## config.mk

```make
export PLATFORM = sky130hd
export DESIGN_NAME = sd_block_streamer_flat
export DESIGN_NICKNAME = d
export VERILOG_FILES = /design/src/rtl/sd_block_streamer_if.sv /design/src/rtl/sd_block_streamer.sv /design/src/flat_wrapper.sv
export SDC_FILE = /design/constraint.sdc
export NUM_CORES = 1
export LEC_CHECK = 0
export BUFFER_PORTS_ARGS = -buffer_cell sky130_fd_sc_hd__buf_4
export CORE_AREA = 2 2 170 172
export DETAILED_ROUTE_END_ITERATION = 16
export DIE_AREA = 0 0 172 174
export HOLD_SLACK_MARGIN = 0.06
export PLACE_DENSITY_LB_ADDON = 0.12
export RECOVER_POWER = 100
export SLEW_MARGIN = 20
export SYNTH_ARGS = -nofsm -noshare
export SYNTH_HDL_FRONTEND = slang
export SYNTH_SLANG_ARGS = --single-unit
```

## constraint.sdc

```tcl
create_clock -name clk -period 2.86 [get_ports clk]
set_input_delay 0.429 -clock clk [delete_from_list [all_inputs] [get_ports clk]]
set_output_delay 0.429 -clock clk [all_outputs]
set_load 0.1 [all_outputs]
```

## src/rtl/sd_block_streamer_if.sv

```systemverilog
// rtl/sd_block_streamer_if.sv - SD reader register bus plus output word stream for sd_block_streamer
//
// Signals
//   sd_address    reader register select: 0 = address/data, 1 = status
//   sd_write      one-cycle write strobe
//   sd_writedata  block address written to the reader
//   sd_read       one-cycle read strobe
//   sd_readdata   reader read data, valid in the same cycle as sd_read
//   out_data      stream word
//   out_valid     out_data holds a word
//   out_ready     consumer accepts the word when high together with out_valid
//   out_eob       last word of a block
//   out_last      last word of the transfer
// Modports
//   master        streamer side: drives the reader strobes and the stream
//   slave         reader/consumer side
interface sd_block_streamer_if;
    logic        sd_address;
    logic        sd_write;
    logic [31:0] sd_writedata;
    logic        sd_read;
    logic [31:0] sd_readdata;
    logic [31:0] out_data;
    logic        out_valid;
    logic        out_ready;
    logic        out_eob;
    logic        out_last;

    modport master (
        output sd_address, sd_write, sd_writedata, sd_read,
        input  sd_readdata,
        output out_data, out_valid, out_eob, out_last,
        input  out_ready
    );

    modport slave (
        input  sd_address, sd_write, sd_writedata, sd_read,
        output sd_readdata,
        input  out_data, out_valid, out_eob, out_last,
        output out_ready
    );
endinterface

```

## src/rtl/sd_block_streamer.sv

```systemverilog
// rtl/sd_block_streamer.sv - multi-block SD read sequencer producing a valid/ready word stream
//
// Ports
//   clk          system clock, rising edge
//   reset_n      asynchronous active-low reset
//   start        one-cycle request, ignored while a transfer is running
//   start_block  first block address, sampled on an accepted start
//   num_blocks   blocks to read, sampled on an accepted start (0 = immediate done)
//   bus          reader register bus and output stream (sd_block_streamer_if.master)
//   busy         transfer in progress
//   done         one-cycle pulse on successful completion
//   error        sticky abort flag, cleared by the next accepted start
//   err_code     {timeout, crc, cmd} status bits of the last failure (0 = data underrun)
module sd_block_streamer #(
    parameter int ADDR_STEP = 1,
    parameter int MAX_RETRY = 2,
    parameter int SETTLE    = 4,
    parameter int READ_GAP  = 4
) (
    input  logic                        clk,
    input  logic                        reset_n,
    input  logic                        start,
    input  logic [31:0]                 start_block,
    input  logic [15:0]                 num_blocks,
    sd_block_streamer_if.master         bus,
    output logic                        busy,
    output logic                        done,
    output logic                        error,
    output logic [2:0]                  err_code
);

    typedef enum logic [3:0] {
        S_IDLE, S_ISSUE, S_SETTLE, S_POLL, S_FETCH,
        S_READ, S_HOLD, S_GAP, S_NEXT, S_FAIL
    } state_t;

    // Wait states count down to zero inclusive, so load N-1 for N idle cycles.
    localparam logic [15:0] SETTLE_LOAD = (SETTLE > 1)   ? 16'(SETTLE - 1)   : 16'd0;
    localparam logic [15:0] GAP_LOAD    = (READ_GAP > 1) ? 16'(READ_GAP - 1) : 16'd0;
    localparam logic [31:0] STEP        = 32'(ADDR_STEP);
    localparam logic [7:0]  RETRY_MAX   = 8'(MAX_RETRY);

    state_t      state_q, state_d;
    logic [31:0] addr_q, addr_d;
    logic [15:0] blocks_q, blocks_d;
    logic [7:0]  retry_q, retry_d;
    logic [7:0]  wcnt_q, wcnt_d;
    logic [15:0] cnt_q, cnt_d;
    logic        sd_address_q, sd_address_d;
    logic        sd_write_q, sd_write_d;
    logic [31:0] sd_writedata_q, sd_writedata_d;
    logic        sd_read_q, sd_read_d;
    logic [31:0] out_data_q, out_data_d;
    logic        out_valid_q, out_valid_d;
    logic        out_eob_q, out_eob_d;
    logic        out_last_q, out_last_d;
    logic        busy_q, busy_d;
    logic        done_q, done_d;
    logic        error_q, error_d;
    logic [2:0]  err_code_q, err_code_d;

    // Every bus access takes two cycles in its state: a setup cycle that
    // drives sd_address and raises the registered strobe, then the strobe
    // cycle in which sd_readdata is sampled and the strobe drops. This keeps
    // the address settled before the strobe and guarantees strobes never
    // run back to back.
    always_comb begin
        state_d        = state_q;
        addr_d         = addr_q;
        blocks_d       = blocks_q;
        retry_d        = retry_q;
        wcnt_d         = wcnt_q;
        cnt_d          = cnt_q;
        sd_address_d   = sd_address_q;
        sd_write_d     = 1'b0;
        sd_writedata_d = 32'd0;
        sd_read_d      = 1'b0;
        out_data_d     = out_data_q;
        out_valid_d    = out_valid_q;
        out_eob_d      = out_eob_q;
        out_last_d     = out_last_q;
        busy_d         = busy_q;
        done_d         = 1'b0;
        error_d        = error_q;
        err_code_d     = err_code_q;

        case (state_q)
            S_IDLE: begin
                // done_q high means a transfer just finished; a start landing
                // on that cycle is dropped.
                if (start && !done_q) begin
                    error_d    = 1'b0;
                    err_code_d = 3'd0;
                    if (num_blocks != 16'd0) begin
                        addr_d   = start_block;
                        blocks_d = num_blocks;
                        retry_d  = 8'd0;
                        busy_d   = 1'b1;
                        state_d  = S_ISSUE;
                    end else begin
                        done_d = 1'b1;
                    end
                end
            end

            S_ISSUE: begin
                sd_address_d   = 1'b0;
                sd_writedata_d = addr_q;
                if (!sd_write_q) begin
                    sd_write_d = 1'b1;
                end else begin
                    sd_writedata_d = 32'd0;
                    cnt_d          = SETTLE_LOAD;
                    state_d        = S_SETTLE;
                end
            end

            S_SETTLE: begin
                if (cnt_q == 16'd0) begin
                    state_d = S_POLL;
                end else begin
                    cnt_d = cnt_q - 16'd1;
                end
            end

            S_POLL: begin
                sd_address_d = 1'b1;
                if (!sd_read_q) begin
                    sd_read_d = 1'b1;
                end else if (bus.sd_readdata[0]) begin
                    // Reader still busy: one idle cycle, then poll again.
                    cnt_d   = 16'd0;
                    state_d = S_SETTLE;
                end else if (|bus.sd_readdata[4:2]) begin
                    err_code_d = bus.sd_readdata[4:2];
                    state_d    = S_FAIL;
                end else begin
                    wcnt_d  = 8'd0;
                    state_d = S_FETCH;
                end
            end

            S_FETCH: begin
                sd_address_d = 1'b1;
                if (!sd_read_q) begin
                    sd_read_d = 1'b1;
                end else if (!bus.sd_readdata[1]) begin
                    // Reader ran dry before the block was complete.
                    err_code_d = 3'd0;
                    state_d    = S_FAIL;
                end else begin
                    state_d = S_READ;
                end
            end

            S_READ: begin
                sd_address_d = 1'b0;
                if (!sd_read_q) begin
                    sd_read_d = 1'b1;
                end else begin
                    out_data_d  = bus.sd_readdata;
                    out_valid_d = 1'b1;
                    out_eob_d   = (wcnt_q == 8'd127);
                    out_last_d  = (wcnt_q == 8'd127) && (blocks_q == 16'd1);
                    state_d     = S_HOLD;
                end
            end

            S_HOLD: begin
                if (out_valid_q && bus.out_ready) begin
                    out_valid_d = 1'b0;
                    out_eob_d   = 1'b0;
                    out_last_d  = 1'b0;
                    wcnt_d      = wcnt_q + 8'd1;
                    cnt_d       = GAP_LOAD;
                    state_d     = S_GAP;
                end
            end

            S_GAP: begin
                if (cnt_q != 16'd0) begin
                    cnt_d = cnt_q - 16'd1;
                end else if (wcnt_q == 8'd128) begin
                    state_d = S_NEXT;
                end else begin
                    state_d = S_FETCH;
                end
            end

            S_NEXT: begin
                blocks_d = blocks_q - 16'd1;
                addr_d   = addr_q + STEP;
                retry_d  = 8'd0;
                if (blocks_q == 16'd1) begin
                    done_d  = 1'b1;
                    busy_d  = 1'b0;
                    state_d = S_IDLE;
                end else begin
                    state_d = S_ISSUE;
                end
            end

            S_FAIL: begin
                if (retry_q < RETRY_MAX) begin
                    retry_d = retry_q + 8'd1;
                    state_d = S_ISSUE;
                end else begin
                    error_d = 1'b1;
                    busy_d  = 1'b0;
                    state_d = S_IDLE;
                end
            end

            default: state_d = S_IDLE;
        endcase
    end

    always_ff @(posedge clk or negedge reset_n) begin
        if (!reset_n) begin
            state_q        <= S_IDLE;
            addr_q         <= 32'd0;
            blocks_q       <= 16'd0;
            retry_q        <= 8'd0;
            wcnt_q         <= 8'd0;
            cnt_q          <= 16'd0;
            sd_address_q   <= 1'b0;
            sd_write_q     <= 1'b0;
            sd_writedata_q <= 32'd0;
            sd_read_q      <= 1'b0;
            out_data_q     <= 32'd0;
            out_valid_q    <= 1'b0;
            out_eob_q      <= 1'b0;
            out_last_q     <= 1'b0;
            busy_q         <= 1'b0;
            done_q         <= 1'b0;
            error_q        <= 1'b0;
            err_code_q     <= 3'd0;
        end else begin
            state_q        <= state_d;
            addr_q         <= addr_d;
            blocks_q       <= blocks_d;
            retry_q        <= retry_d;
            wcnt_q         <= wcnt_d;
            cnt_q          <= cnt_d;
            sd_address_q   <= sd_address_d;
            sd_write_q     <= sd_write_d;
            sd_writedata_q <= sd_writedata_d;
            sd_read_q      <= sd_read_d;
            out_data_q     <= out_data_d;
            out_valid_q    <= out_valid_d;
            out_eob_q      <= out_eob_d;
            out_last_q     <= out_last_d;
            busy_q         <= busy_d;
            done_q         <= done_d;
            error_q        <= error_d;
            err_code_q     <= err_code_d;
        end
    end

    assign bus.sd_address   = sd_address_q;
    assign bus.sd_write     = sd_write_q;
    assign bus.sd_writedata = sd_writedata_q;
    assign bus.sd_read      = sd_read_q;
    assign bus.out_data     = out_data_q;
    assign bus.out_valid    = out_valid_q;
    assign bus.out_eob      = out_eob_q;
    assign bus.out_last     = out_last_q;
    assign busy             = busy_q;
    assign done             = done_q;
    assign error            = error_q;
    assign err_code         = err_code_q;

endmodule

```

## src/flat_wrapper.sv

```systemverilog
// flat-port wrapper written by rule: the top's interface ports become plain ports
module sd_block_streamer_flat 
#(
    parameter int ADDR_STEP = 1,
    parameter int MAX_RETRY = 2,
    parameter int SETTLE    = 4,
    parameter int READ_GAP  = 4
)
  (clk, reset_n, start, start_block, num_blocks, busy, done, error, err_code, bus_sd_address, bus_sd_write, bus_sd_writedata, bus_sd_read, bus_sd_readdata, bus_out_data, bus_out_valid, bus_out_eob, bus_out_last, bus_out_ready);
  sd_block_streamer_if bus_i ();
  input  logic clk;
  input  logic reset_n;
  input  logic start;
  input  logic [31:0] start_block;
  input  logic [15:0] num_blocks;
  output logic busy;
  output logic done;
  output logic error;
  output logic [2:0] err_code;
  output wire logic [$bits(bus_i.sd_address)-1:0] bus_sd_address;
  output wire logic [$bits(bus_i.sd_write)-1:0] bus_sd_write;
  output wire logic [$bits(bus_i.sd_writedata)-1:0] bus_sd_writedata;
  output wire logic [$bits(bus_i.sd_read)-1:0] bus_sd_read;
  input wire logic [$bits(bus_i.sd_readdata)-1:0] bus_sd_readdata;
  output wire logic [$bits(bus_i.out_data)-1:0] bus_out_data;
  output wire logic [$bits(bus_i.out_valid)-1:0] bus_out_valid;
  output wire logic [$bits(bus_i.out_eob)-1:0] bus_out_eob;
  output wire logic [$bits(bus_i.out_last)-1:0] bus_out_last;
  input wire logic [$bits(bus_i.out_ready)-1:0] bus_out_ready;
  assign bus_sd_address = bus_i.sd_address;
  assign bus_sd_write = bus_i.sd_write;
  assign bus_sd_writedata = bus_i.sd_writedata;
  assign bus_sd_read = bus_i.sd_read;
  assign bus_i.sd_readdata = bus_sd_readdata;
  assign bus_out_data = bus_i.out_data;
  assign bus_out_valid = bus_i.out_valid;
  assign bus_out_eob = bus_i.out_eob;
  assign bus_out_last = bus_i.out_last;
  assign bus_i.out_ready = bus_out_ready;
  sd_block_streamer #(.ADDR_STEP(ADDR_STEP), .MAX_RETRY(MAX_RETRY), .SETTLE(SETTLE), .READ_GAP(READ_GAP)) u_core (.clk(clk), .reset_n(reset_n), .start(start), .start_block(start_block), .num_blocks(num_blocks), .bus(bus_i), .busy(busy), .done(done), .error(error), .err_code(err_code));
endmodule
```

# == Word-level counts from Yosys, hierarchy flattened ==
# Cells that the tools add are included.
# classes
add_sub_neg,5
magnitude_cmp,1
n_eq_ne,31
muxes,71
n_reduce_logical,30
# op_table
operator,count
2-to-1 mux 16 bit,8
2-to-1 mux 32 bit,4
one-hot mux 16 bit (5 select lines),1
one-hot mux 32 bit (2 select lines),1
2-to-1 mux 8 bit,7
2-to-1 mux 4 bit,13
one-hot mux 4 bit (10 select lines),1
adder 32 x 1 -> 32 bit (second input constant),1
one-hot mux 16 bit (2 select lines),1
nonzero test 16 bit,2
subtractor 16 x 1 -> 16 bit (second input constant),2
inequality test 2 x 1 -> 1 bit (second input constant),12
one-hot mux 8 bit (3 select lines),1
2-to-1 mux 1 bit,19
2-to-1 mux 3 bit,6
adder 8 x 1 -> 8 bit (second input constant),2
== test 16 x 1 -> 1 bit (second input constant),1
== test 4 x 3 -> 1 bit (second input constant),4
zero test 16 bit,1
one-hot mux 8 bit (2 select lines),1
inequality test 2 bit (second input constant),7
AND reduction 7 bit,2
one-hot mux 1 bit (2 select lines),6
AND reduction 5 bit,2
20 further kinds,33
# word_totals
ff_bits,160
out_inout_bits,76
elab_cells,156

# == Logic depth before layout (Yosys ltp) ==
# logic_depth
depth_word,5
ltp_mapped,9

# == Worst setup path after synthesis ==
# OpenSTA, ideal clock, no wires.
# synth_timing
kind,register to register
from,"reg u_core.out_valid_q, in the netlist u_core.bus.out_valid"
to,reg u_core.cnt_q[14]
arrival_time_ns,2.292
slack_ns,0.490
path_stages_with_launch,7
path_buffers,1
period_less_slack_ns,2.370
path_cell_list,dfrtp_1 nand2_1 a32oi_1 nand3_1 buf_2 or4_1 a21oi_1
# synth_via
elab_chain_len,3
# synth_lines
item,line,rtl
"start, declared",sd_block_streamer.sv:54,"logic out_valid_q, out_valid_d;"
"start signal, assigned",sd_block_streamer.sv:250,out_valid_q <= out_valid_d;
logical AND 1 bit,sd_block_streamer.sv:170,if (out_valid_q && bus.out_ready) begin
inequality test 2 x 1 -> 1 bit (no source line),n/a,
AND reduction 7 bit (no source line),n/a,
"end signal, assigned",sd_block_streamer.sv:244,cnt_q <= cnt_d;
"end, declared",sd_block_streamer.sv:48,"logic [15:0] cnt_q, cnt_d;"
# No other way between the ends.
# A chain may end at the register's enable or synchronous reset.

# == Worst setup path after layout ==
# layout_timing
from,reg u_core.state_q[1]
to,reg u_core.addr_q[27]
# layout_via
elab_chain_len,3
elab_cells_between_ends,7
# layout_lines
item,line,rtl
"start, declared",sd_block_streamer.sv:43,"state_t state_q, state_d;"
"start signal, assigned",sd_block_streamer.sv:239,state_q <= state_d;
== test 4 bit or zero test 4 bit (tied branches),sd_block_streamer.sv:87,case (state_q)
nonzero test 2 bit (no source line) or inequality test 2 x 1 -> 1 bit (tied branches),n/a,
AND reduction 3 bit (no source line),n/a,
"end signal, assigned",sd_block_streamer.sv:240,addr_q <= addr_d;
"end, declared",sd_block_streamer.sv:44,"logic [31:0] addr_q, addr_d;"
# Parallel ways exist; a longest one is shown, timed or not.

==> flow_metrics.tcl <==
set metrics [dict create \
    critPathSlowestCell "or4b_2" \
    ctsRootBufferMaster "clkbuf_16" \
    cp_slowest_stage_delay_ps 900 \
    critPathTopFamily "simple AND/OR/NAND/NOR gates" \
    fin_skew_ps 16.4 \
    fmax_ghz 0.395 \
    reg2reg_slack_ps 330 \
    drcViolationCount 0 \
    drv_cap 1 \
    power-per-cell-area_nw_per_um2 1330 \
    ctsHoldBuffers 1 \
    synth-xor-area-share 0.00655 \
    syn_nets 918 \
    synth_compound_area_frac 0.175 \
    synth_fa_ha_area_frac 0.0125 \
    finalSetupViolations 0 \
    num_vias 7011 \
    fin_crit_ps 2530 \
    area_delta_synth_final_pct 25.6 \
    grt_pass1_wl_um 38700 \
    numClockSinks 160 \
    cellLeakagePower_nw 4.12 \
    cp.required_ps 3170 \
    clock_path_buffers 2 \
    antenna_found_initial 0 \
    start_util 0.284 \
    synth_common_cells "dfrtp_1 (160), a21oi_1 (89), nor2_1 (62)" \
    crit_chain "or4b_2 > clkbuf_1 > a311o_1 > o21ai_0 > a21oi_1" \
    drt_iter0_drc 419 \
    max_slew.worst_pin.slew_ps 1880 \
    drt_pass1_iterations 5 \
    synthMuxAreaShare 0.0577 \
    hold-path-cell-count 2 \
    grt_max_degree 67 \
    ys_seq_area_frac 0.499 \
    vias_per_cell 5.04 \
    nFillCells 3032 \
    violations "max-capacitance violations, max-slew violations" \
    place_inst 1359 \
    post_cts_resized 0 \
    finalHoldViolations 0 \
    finalWirelength_um 23800 \
    min-delay-path-class "in -> reg" \
    cp-start-kind "flop" \
    coreArea_um2 28200 \
    htreeDepth 4 \
    status "complete, but fails checks" \
    yosys-top-cells-area "dfrtp_1 (50%), a21oi_1 (5.6%), mux2_2 (4.8%), nor2_1 (2.9%), nand2_1 (2.8%)" \
    finalCritPeriodShare 0.886 \
    wl_per_cell_um 17.1 \
    rr_worst_depth 5 \
    syn_avg_cell_area_um2 9.71 \
    cts_setup_buffers 0 \
    instances_no_fill 1392 \
    gp_congestion 0.775 \
    dp_hpwl_um 16900 \
    ys_types 67 \
    port_buffers 159 \
    clock_latency_ps 430 \
    die-area_um2 29900 \
    post-synth-top-count-cell "dfrtp_1" \
    async_reset_ff_frac 1.00 \
    reg2reg_to "u_core.addr_q[27]" \
    yosysTopAreaCellShare 0.499 \
    nets 1087 \
    syn_area_um2 8020 \
    cts_buffers 17 \
    path_clk_slew_ps 80 \
    min_from "bus_sd_readdata[27]" \
    holdPathEnd "u_core.bus.out_data[27]" \
    antennaDiodeCount 0 \
    yosysTopAreaCell "dfrtp_1" \
    overflow 0 \
    critPathKind "reg -> reg" \
    cp_max_fo 17 \
    cp_data_arrival_time_ps 2850 \
    detail-route-antenna-nets 0 \
    drive_above_1_share 0.194 \
    io_pins 160 \
    drv_slew 65 \
    synth-simple-area-share 0.215 \
    ys_seq_elements 160 \
    vdd_ir_drop_max_mv 0.813 \
    netlist_instances 826 \
    synth_top_family_by_area "simple AND/OR/NAND/NOR gates" \
    grt_pass1_vias 6970 \
    cp_num_buf_inv 1 \
    setup_tns_ps 0 \
    relSlewSlack -0.251 \
    synthFlopType "dfrtp_1" \
    die_h_um 174 \
    rows 62 \
    yosys_warnings 0 \
    rsz0062_at_grt "no" \
    endpoint_kind "flop" \
    track_usage 0.163 \
    synth_edf_count 0 \
    r2r_start "u_core.state_q[1]" \
    chipWidth_um 172 \
    cts_tree "built" \
]
area by class of cell:
| cell class | instances | area, µm² | area share |
|---|---|---|---|
| flip-flops and latches | 160 | 4000 | 0.398 |
| well taps | 384 | 480 | 0.0477 |
| multi-input cells | 601 | 3760 | 0.373 |
| inverters | 22 | 82.6 | 0.00820 |
| clock buffers | 18 | 429 | 0.0426 |
| clock inverters | 14 | 145 | 0.0144 |
| repair buffers | 193 | 1170 | 0.117 |
per-layer routing:
metal	track usage	share of wire	up-vias
li1	-	-	3404
met1	0.236	0.49	3426
met2	0.251	0.46	162
met3	0.0303	0.036	19
met4	0.0431	0.012	0
met5	0	0	-
cells by family after synthesis:
logic type	Yosys count
mux	42
simple gates	317
fa+ha+maj	8
flops	160
xor+xnor	6
compound gates	228
buf+inv	65
placed cells by master, fill, tap and decap left out, drive strengths merged, types with 5 or more instances in the layout:
master,n
nor3,22
mux2i,8
a31oi,7
clkbuf,104
or4,16
nor2,64
xnor2,6
o21ai,43
a2bb2oi,9
nand4,17
a21boi,5
nor4,17
o31ai,12
o22ai,25
ha,8
a21oi,89
nand2b,15
o41ai,5
and2,34
nand3,36
mux2,34
buf,106
inv,30
or3,7
nand2,60
dfrtp,160
and3,8
worst max-delay path by stage:
stage,startpoint,end,slack (ps),cells after the start
floorplan,u_core.bus.out_valid,u_core.cnt_q[14],490,6
global placement,u_core.state_q[2],u_core.addr_q[19],450,5
detailed placement,u_core.state_q[2],u_core.addr_q[19],420,5
CTS,u_core.state_q[1],u_core.addr_q[19],410,5
global route,u_core.state_q[1],u_core.cnt_q[10],160,9
finish,u_core.state_q[1],u_core.addr_q[27],330,5
state kept, by name, indices dropped and copies added (netlist names), 3 cells and up:
signal,count
u_core.bus.out_data,32
u_core.addr_q,32
u_core.state_q,4
u_core.retry_q,8
u_core.err_code,3
u_core.wcnt_q,8
u_core.cnt_q,16
u_core.bus.sd_writedata,32
u_core.blocks_q,16
power by group:
group | internal (W) | switching, W | total [W] | leakage (nW)
clock network | 0.00116 | 0.00111 | 0.00227 | 0.275
logic | 0.00173 | 0.00540 | 0.00714 | 1.87
registers | 0.00314 | 0.000818 | 0.00396 | 1.98
through the flow:
step           utilization  area [µm²]  hold slack (ps)  power, W  setup slack (ps)
2_1_floorplan            -        8020              133   0.00962               490
3_3_place_gp         0.347        9810              469    0.0116               447
3_5_place_dp         0.347        9810              474    0.0116               425
4_1_cts              0.368       10400              202    0.0139               413
5_1_grt              0.357       10100              206    0.0142               157
6_report             0.357       10100              223    0.0134               325
Power figures use the tool's default switching activity.
